### src/rtl/rca_seq_ctrl_if.sv
// Request/result bundle between a datapath and the nibble-serial add/sub controller.
// The requester drives the operands and start; the controller returns status and result.
interface rca_seq_ctrl_if #(
  parameter int unsigned WIDTH = 16
);
  logic             start;
  logic [WIDTH-1:0] a;
  logic [WIDTH-1:0] b;
  logic             cin;
  logic             sub;
  logic             busy;
  logic             done;
  logic [WIDTH-1:0] sum;
  logic             cout;
  logic             ovf;

  modport master (
    output start, a, b, cin, sub,
    input  busy, done, sum, cout, ovf
  );

  modport slave (
    input  start, a, b, cin, sub,
    output busy, done, sum, cout, ovf
  );
endinterface

### src/rtl/rca_seq_ctrl.sv
// WIDTH-bit add/subtract sequenced over one shared 4-bit ripple-carry adder,
// one nibble per cycle, LSB first, with the carry registered between cycles.
module rca_seq_ctrl #(
  parameter int unsigned WIDTH = 16
) (
  input  logic                clk,
  input  logic                rst,
  rca_seq_ctrl_if.slave       bus
);
  localparam int unsigned NIBBLES = WIDTH / 4;
  localparam int unsigned IdxW    = (NIBBLES > 1) ? $clog2(NIBBLES) : 1;
  localparam logic [IdxW-1:0] LastIdx = IdxW'(NIBBLES - 1);

  typedef enum logic [1:0] {StIdle, StAdd, StDone} state_e;

  state_e           state_q;
  logic [WIDTH-1:0] a_q;
  logic [WIDTH-1:0] b_q;
  logic             carry_q;
  logic [IdxW-1:0]  idx_q;
  logic [WIDTH-1:0] acc_q;
  logic [WIDTH-1:0] sum_q;
  logic             cout_q;
  logic             ovf_q;
  logic             busy_q;
  logic             done_q;

  logic [3:0]       nib_a;
  logic [3:0]       nib_b;
  logic [3:0]       nib_sum;
  logic             nib_cout;
  logic [WIDTH-1:0] acc_d;

  // The shared 4-bit ripple-carry adder plus merge of its nibble into the partial result.
  always_comb begin
    logic c;
    nib_a   = a_q[4*idx_q +: 4];
    nib_b   = b_q[4*idx_q +: 4];
    nib_sum = '0;
    c       = carry_q;
    for (int k = 0; k < 4; k++) begin
      nib_sum[k] = nib_a[k] ^ nib_b[k] ^ c;
      c          = (nib_a[k] & nib_b[k]) | (c & (nib_a[k] ^ nib_b[k]));
    end
    nib_cout = c;
    acc_d    = acc_q;
    acc_d[4*idx_q +: 4] = nib_sum;
  end

  always_ff @(posedge clk) begin
    if (rst) begin
      state_q <= StIdle;
      a_q     <= '0;
      b_q     <= '0;
      carry_q <= 1'b0;
      idx_q   <= '0;
      acc_q   <= '0;
      sum_q   <= '0;
      cout_q  <= 1'b0;
      ovf_q   <= 1'b0;
      busy_q  <= 1'b0;
      done_q  <= 1'b0;
    end else begin
      done_q <= 1'b0;
      unique case (state_q)
        StIdle, StDone: begin
          if (bus.start) begin
            a_q     <= bus.a;
            b_q     <= bus.sub ? ~bus.b : bus.b;
            // Subtract is A + ~B + 1, so the incoming carry is forced high.
            carry_q <= bus.sub | bus.cin;
            idx_q   <= '0;
            busy_q  <= 1'b1;
            state_q <= StAdd;
          end else begin
            state_q <= StIdle;
          end
        end
        StAdd: begin
          acc_q   <= acc_d;
          carry_q <= nib_cout;
          if (idx_q == LastIdx) begin
            sum_q   <= acc_d;
            cout_q  <= nib_cout;
            ovf_q   <= (a_q[WIDTH-1] == b_q[WIDTH-1]) && (acc_d[WIDTH-1] != a_q[WIDTH-1]);
            busy_q  <= 1'b0;
            done_q  <= 1'b1;
            state_q <= StDone;
          end else begin
            idx_q <= idx_q + 1'b1;
          end
        end
        default: state_q <= StIdle;
      endcase
    end
  end

  assign bus.busy = busy_q;
  assign bus.done = done_q;
  assign bus.sum  = sum_q;
  assign bus.cout = cout_q;
  assign bus.ovf  = ovf_q;

endmodule

### src/flat_wrapper.sv
// flat-port wrapper written by rule: the top's interface ports become plain ports
module rca_seq_ctrl_flat 
#(
  parameter int unsigned WIDTH = 16
)
  (clk, rst, bus_start, bus_a, bus_b, bus_cin, bus_sub, bus_busy, bus_done, bus_sum, bus_cout, bus_ovf);
  rca_seq_ctrl_if #(.WIDTH(WIDTH)) bus_i ();
  input  logic clk;
  input  logic rst;
  input wire logic [$bits(bus_i.start)-1:0] bus_start;
  input wire logic [$bits(bus_i.a)-1:0] bus_a;
  input wire logic [$bits(bus_i.b)-1:0] bus_b;
  input wire logic [$bits(bus_i.cin)-1:0] bus_cin;
  input wire logic [$bits(bus_i.sub)-1:0] bus_sub;
  output wire logic [$bits(bus_i.busy)-1:0] bus_busy;
  output wire logic [$bits(bus_i.done)-1:0] bus_done;
  output wire logic [$bits(bus_i.sum)-1:0] bus_sum;
  output wire logic [$bits(bus_i.cout)-1:0] bus_cout;
  output wire logic [$bits(bus_i.ovf)-1:0] bus_ovf;
  assign bus_i.start = bus_start;
  assign bus_i.a = bus_a;
  assign bus_i.b = bus_b;
  assign bus_i.cin = bus_cin;
  assign bus_i.sub = bus_sub;
  assign bus_busy = bus_i.busy;
  assign bus_done = bus_i.done;
  assign bus_sum = bus_i.sum;
  assign bus_cout = bus_i.cout;
  assign bus_ovf = bus_i.ovf;
  rca_seq_ctrl #(.WIDTH(WIDTH)) u_core (.clk(clk), .rst(rst), .bus(bus_i));
endmodule
### config.mk
export PLATFORM = sky130hd
export DESIGN_NAME = rca_seq_ctrl_flat
export DESIGN_NICKNAME = d
export VERILOG_FILES = /design/src/rtl/rca_seq_ctrl_if.sv /design/src/rtl/rca_seq_ctrl.sv /design/src/flat_wrapper.sv
export SDC_FILE = /design/constraint.sdc
export NUM_CORES = 1
export LEC_CHECK = 0
export ABC_AREA = 1
export CAP_MARGIN = 20
export CORE_ASPECT_RATIO = 0.5
export CORE_MARGIN = 2
export CORE_UTILIZATION = 48
export CTS_CLUSTER_DIAMETER = 50
export DETAILED_ROUTE_END_ITERATION = 10
export PLACE_DENSITY = 0.8
export SYNTH_ARGS = -nofsm -noshare
export SYNTH_HDL_FRONTEND = slang
export SYNTH_SLANG_ARGS = --single-unit
export TNS_END_PERCENT = 5
### constraint.sdc
create_clock -name clk -period 2.8 [get_ports clk]
set_input_delay 0.56 -clock clk [delete_from_list [all_inputs] [get_ports clk]]
set_output_delay 0.56 -clock clk [all_outputs]
set_load 0.005 [all_outputs]
=== Word-level counts from Yosys, hierarchy flattened ===
Cells that the tools add are included.
W data, S select, Z words.

* Bitwise logic cells: 23
* $add $sub $neg: 2
* Multiplexer cells: 14
* Equality and inequality tests: 8
* Reduce and logical (&&, ||, !) cells: 10
* Shifts and indexed selects: 4

{| class="wikitable"
|+ Operators with widths
! kind !! count
|-
| $neg A4 Y34 || 1
|-
| $shift A4 B34 Y16 const A || 1
|-
| $shiftx A4 B34 Y16 || 1
|-
| $shiftx A16 B5 Y4 || 2
|-
| $bwmux W16 || 1
|-
| $mux W16 || 1
|-
| $not A16 Y16 || 1
|-
| $and A1 B1 Y1 || 8
|-
| $pmux W2 S2 || 2
|-
| $xor A1 B1 Y1 || 8
|-
| $mux W2 || 3
|-
| $reduce_and A2 Y1 || 3
|-
| $reduce_and A3 Y1 || 2
|-
| $mux W1 || 5
|-
| $or A1 B1 Y1 || 5
|-
| $eq A2 B2 Y1 const B || 2
|-
| $ne A2 B2 Y1 const B || 2
|-
| $pmux W1 S2 || 2
|-
| $reduce_or A2 Y1 || 2
|-
| $add A2 B1 Y2 const B || 1
|-
| $eq A2 B1 Y1 const B || 1
|-
| $logic_not A2 Y1 || 1
|-
| $ne A2 B1 Y1 const B || 1
|-
| $reduce_bool A2 Y1 || 1
|-
| other kinds (4) || 4
|}

* Output and inout port bits: 20
* Logic and storage cells: 72
* Input bits: 37
* Register bits after elaboration: 73

=== Depth between registers and ports, before layout ===
Gate-level depths: netlist of the first run.

* Depth in word-level cells: 13
* Mapped depth: 19
* Gate-level depth less buffers: 18

=== Worst setup path after synthesis of the first run ===
No wires, ideal clock.

* Path kind: reg-to-reg
* From: register u_core.idx_q[0]
* To: register u_core.acc_q[11]
* Data arrival time: 2896 ps
* Slack: -212 ps
* Clock period less this slack: 3012 ps
* Stages on the path, launching flop included: 18
* Setup time: 115 ps
* Required time: 2685 ps
* Path buffers: 2
* Cells stage by stage: dfxtp_1 -> buf_4 -> buf_2 -> nand2_1 -> a32o_1 -> fa_1 -> inv_1 -> fa_1 -> inv_1 -> fa_1 -> inv_1 -> fa_1 -> inv_1 -> nor2_1 -> nand3_1 -> o21ai_0 -> o21ai_0 -> inv_1

* Cells in the longest elaborated chain, start to end: 11
* Elaborated cells between the ends (all ways): 23
* Those cells by class: add/sub (1); shift (4); mux (1); bitwise (17)

{| class="wikitable"
|+ Ends and longest elaborated chain
! element !! RTL line !! source
|-
| from (decl) || rca_seq_ctrl.sv:20 || <nowiki>logic [IdxW-1:0] idx_q;</nowiki>
|-
| from (signal assigned) || rca_seq_ctrl.sv:90 || <nowiki>idx_q <= idx_q + 1'b1;</nowiki>
|-
| $shiftx A16 B5 Y4, on equally long branches || rca_seq_ctrl.sv:37, rca_seq_ctrl.sv:38 ||
|-
| $xor A1 B1 Y1 || rca_seq_ctrl.sv:42, rca_seq_ctrl.sv:43 ||
|-
| $and A1 B1 Y1 || rca_seq_ctrl.sv:43 || <nowiki>c = (nib_a[k] & nib_b[k]) | (c & (nib_a[k] ^ nib_b[k]));</nowiki>
|-
| $or A1 B1 Y1 || rca_seq_ctrl.sv:43 ||
|-
| $and A1 B1 Y1 || rca_seq_ctrl.sv:43 ||
|-
| $or A1 B1 Y1 || rca_seq_ctrl.sv:43 ||
|-
| $and A1 B1 Y1 || rca_seq_ctrl.sv:43 ||
|-
| $or A1 B1 Y1 || rca_seq_ctrl.sv:43 ||
|-
| $xor A1 B1 Y1 || rca_seq_ctrl.sv:42 || <nowiki>nib_sum[k] = nib_a[k] ^ nib_b[k] ^ c;</nowiki>
|-
| $shiftx A4 B34 Y16 || rca_seq_ctrl.sv:47 || <nowiki>acc_d[4*idx_q +: 4] = nib_sum;</nowiki>
|-
| $bwmux W16 (*) || rca_seq_ctrl.sv:47 ||
|-
| to (signal assigned) || rca_seq_ctrl.sv:57 || <nowiki>acc_q <= '0;</nowiki>
|-
| to (signal assigned) || rca_seq_ctrl.sv:80 || <nowiki>acc_q <= acc_d;</nowiki>
|-
| to (decl) || rca_seq_ctrl.sv:21 || <nowiki>logic [WIDTH-1:0] acc_q;</nowiki>
|}

Every way passes the cells marked *; elsewhere a longest branch is shown, timed or not.
A chain may end at the register's enable or synchronous reset.

=== Worst setup path after layout of the first run ===
Ends and elaborated chain as after synthesis.

==> qor.yml, run 1 <==
die:
  die_w_um: 123
  dieArea_um2: 7860
  die_h_um: 63.7
  start_util_pct: 50.5
  rows: 21
  ioPinCount: 57
  core_um2: 6780
final_layout:
  syn_to_final_growth_pct: 28.4
  fin_cells: 617
  layout-drive-gt1-share_pct: 10.1
  diodes: 0
  finalInstanceArea_um2: 4390
  fill_cells: 608
  nNetsFinal: 568
global_route:
  grt_max_degree: 36
  overflow: 0
  gr-usage-all-layers_pct: 22.0
  antenna_found_initial: 0
  grt_first_pass_wirelength_um: 13300
  grt_pass1_vias: 2902
synth:
  synthTopCellsByArea: "dfxtp_1 (43%), o21ai_0 (10%), inv_1 (6.6%)"
  synth_edf_count: 0
  synth_adder_area_share_pct: 4.53
  synth-simple-area-share_pct: 16.8
  synth-xor-area-share_pct: 4.10
  synthCells: 464
  synth_warnings: 0
  ys_seq_area_share_pct: 42.7
  muxShareOfSynthArea_pct: 0
  yosysUniqueCellTypes: 27
  async_reset_ff_share_pct: 0
  synth_top_area_share_pct: 42.7
  syn-num-nets: 511
  ys_ff_latch: 73
  synth_top_family_by_area: "compound AO/OA/AOI/OAI gates"
  synth.largest_area_cell: "dfxtp_1"
  avgSynthCellArea_um2: 7.38
  synth_area_um2: 3420
  ys.flop_type: "dfxtp_1"
  synth_compound_area_share_pct: 20.8
power_and_ir_drop:
  power_leakage_nw: 2.00
  peakVddDrop_v: 0.000309
  p_sw_w: 0.000710
  clkPwrFrac_pct: 38.4
  fin_total_pwr_w: 0.00265
  switching_share_pct: 26.8
  powerDensity_nw_per_um2: 603
  power.internal_w: 0.00194
  comb_power_share_pct: 18.4
  share_seq_of_total_power_pct: 43.2
setup_path:
  crit_chain: "inv_6, nand2_2, a32o_2, fa_2, inv_2, fa_2, inv_2, fa_2, inv_2, fa_1, inv_1, nor2_2, nand3_1, o21ai_2, o21ai_1, inv_1"
  crit_slowest_cell: "fa_1"
  crit_type: "register to register"
  worst-path-max-fanout: 8
  cp.required_ns: 3.03
  critPathArrivalTime_ns: 3.10
  slowest_delay_ns: 0.46
  reg2reg_depth: 16
  critPathCaptureType: "register"
  worstSetupStartpointType: "register"
clock_network:
  cts-root-buf: "clkbuf_16"
  clkSlewWorstSetupHoldPaths_ns: 0.05
  numClockSinks: 73
  htree_levels: 3
  insertion_delay_ns: 0.34
  cts_tree: "yes"
  cts_buffer_depth: 2
  cts_buffers: 9
  holdBufCountCts: 0
place:
  portBuffers: 56
  place_area_um2: 4090
  gp_congestion: 0.879
  place_hpwl_um: 5540
  dp.cells: 601
routing:
  top_layer: "met4"
  drtIter0Drc: 185
  drc: 0
  route.detailed.wl_per_inst_um: 12.7
  dr.pass1.iters: 4
  wl_met3_um: 381
  wl_um: 7830
  vias: 3109
  wl_met2_um: 3630
  via_per_inst: 5.04
  ant_nets: 0
  met1_length_um: 3700
timing:
  period_needed_ns: 2.86
  slew_headroom_pct: 43.0
  setup_viol: 3
  period_share_pct: 102
  finalHoldViolations: 0
  whs_ns: 0.464
  max_clock_freq_ghz: 0.349
  rsz0062_at_grt: "true"
  fin_worst_skew_ns: 0.00283
  tightest_slew_ns: 0.854
  slew_viol_final: 0
  setup-tns-final_ns: -0.0852
  layout_setup_ws_ns: -0.0642
worst_hold_path:
  hold_depth: 2
  min_path_type: "register to register"
status:
  violations: "setup timing"
  status: "complete, but fails checks"
run:
  drv_cap: 0
power groups by stage:
| stage | clock [W] | combinational [W] | sequential (W) |
|---|---|---|---|
| 2_1_floorplan | 0 | 0.000319 | 0.00115 |
| 3_3_place_gp | 0 | 0.000456 | 0.00116 |
| 3_5_place_dp | 0 | 0.000464 | 0.00116 |
| 4_1_cts | 0.00104 | 0.000479 | 0.00114 |
| 5_1_grt | 0.00109 | 0.000540 | 0.00115 |
| 6_report | 0.00102 | 0.000486 | 0.00115 |
logic make-up after synthesis:
kind of cell    Yosys count
simple gates            139
fa+ha+maj                10
xor+xnor                 16
buf+inv                  91
flops                    73
compound gates          135
cells in the mapped netlist, types with 3 or more instances:
library cell and n:
o21ai_0 70, nand2_1 58, nand3_1 16, o211ai_1 4
clkbuf_1 8, nor2_1 57, o21ai_1 7, buf_2 14
ha_1 6, inv_2 3, inv_1 60, o22ai_1 11
a21oi_1 40, xnor2_1 16, dfxtp_1 73, buf_4 3
fa_1 4
timing repair:
item	4_1_cts	5_1_grt
setup endpoints to repair	9	9
cloned	0	0
pin swaps	6	6
resized for setup	13	5
buffers inserted	1	0
through the flow:
| stage | util, % | setup slack, ns |
|---|---|---|
| floorplan | - | -0.0344 |
| global route | 64.8 | -0.190 |
| detailed placement | 60.3 | -0.110 |
| global placement | 60.3 | -0.0450 |
| finish | 64.8 | -0.0642 |
| CTS | 64.7 | -0.0611 |
final timing paths:
kind / slack (ns) / endpoint / from
hold / removal: 0.46 / u_core.bus.busy$_SDFFE_PP0P_ / u_core.bus.busy$_SDFFE_PP0P_
setup reg to reg: -0.06 / u_core.acc_q[11]$_SDFFE_PP0P_ / u_core.idx_q[0]$_SDFFE_PP0P_
setup / recovery: -0.06 / u_core.acc_q[11]$_SDFFE_PP0P_ / u_core.idx_q[0]$_SDFFE_PP0P_
hold reg to reg: 0.46 / u_core.bus.busy$_SDFFE_PP0P_ / u_core.bus.busy$_SDFFE_PP0P_
placed cells by master, fill, tap and decap left out, types with 5 or more instances in the layout:
master and n:
xnor2_1 16, nor2_1 55, inv_2 7, o21ai_0 63, nand2_1 57, o22ai_1 11
clkbuf_16 9, a21oi_1 39, inv_1 55, clkdlybuf4s50_1 56, clkbuf_1 5, ha_1 6
dfxtp_1 71, buf_4 15, o21ai_1 11, nand3_1 15
state kept, by name, indices dropped and copies added (netlist names):
| signal | count |
|---|---|
| u_core.a_q | 16 |
| u_core.acc_q | 16 |
| u_core.b_q | 16 |
| u_core.bus.sum | 16 |
| u_core.idx_q | 2 |
| u_core.state_q | 2 |
| u_core.bus.busy | 1 |
| u_core.bus.cout | 1 |
| u_core.bus.done | 1 |
| u_core.bus.ovf | 1 |
| u_core.carry_q | 1 |
area by class of cell:
type / instances / area (µm²) / share of cell area [%]
multi-input cells: 300 / 1620 / 36.8
well taps: 92 / 115 / 2.62
inverters: 65 / 250 / 5.69
repair buffers: 72 / 684 / 15.6
clock buffers: 15 / 258 / 5.87
flip-flops and latches: 73 / 1470 / 33.4
critical path, delay by kind of cell, from the launching register on:
kind                     cells  cell delay [ns]
AO/OA/AOI/OAI                3             0.44
buffers and inverters        6             0.40
AND/OR/NAND/NOR              3             0.17
adder cells (fa/ha/maj)      4             1.38
flip-flops                   1             0.37
layer usage:
| layer | global-route usage, % | vias up |
|---|---|---|
| li1 | - | 1615 |
| met1 | 28.6 | 1413 |
| met2 | 34.0 | 70 |
| met3 | 6.34 | 11 |
| met4 | 9.23 | 0 |
| met5 | 0 | - |
Note: power is estimated with default switching activity, not from simulation.
==> run 2: changes to the inputs <==
--- a/config.mk
+++ b/config.mk
@@ -12,6 +12,7 @@
 export CORE_UTILIZATION = 48
 export CTS_CLUSTER_DIAMETER = 50
 export DETAILED_ROUTE_END_ITERATION = 10
+export HOLD_SLACK_MARGIN = 0.05
 export PLACE_DENSITY = 0.8
 export SYNTH_ARGS = -nofsm -noshare
 export SYNTH_HDL_FRONTEND = slang
==> results of run 2 <==
Same layout as run 1: the final DEF is identical, and so are final timing and power.
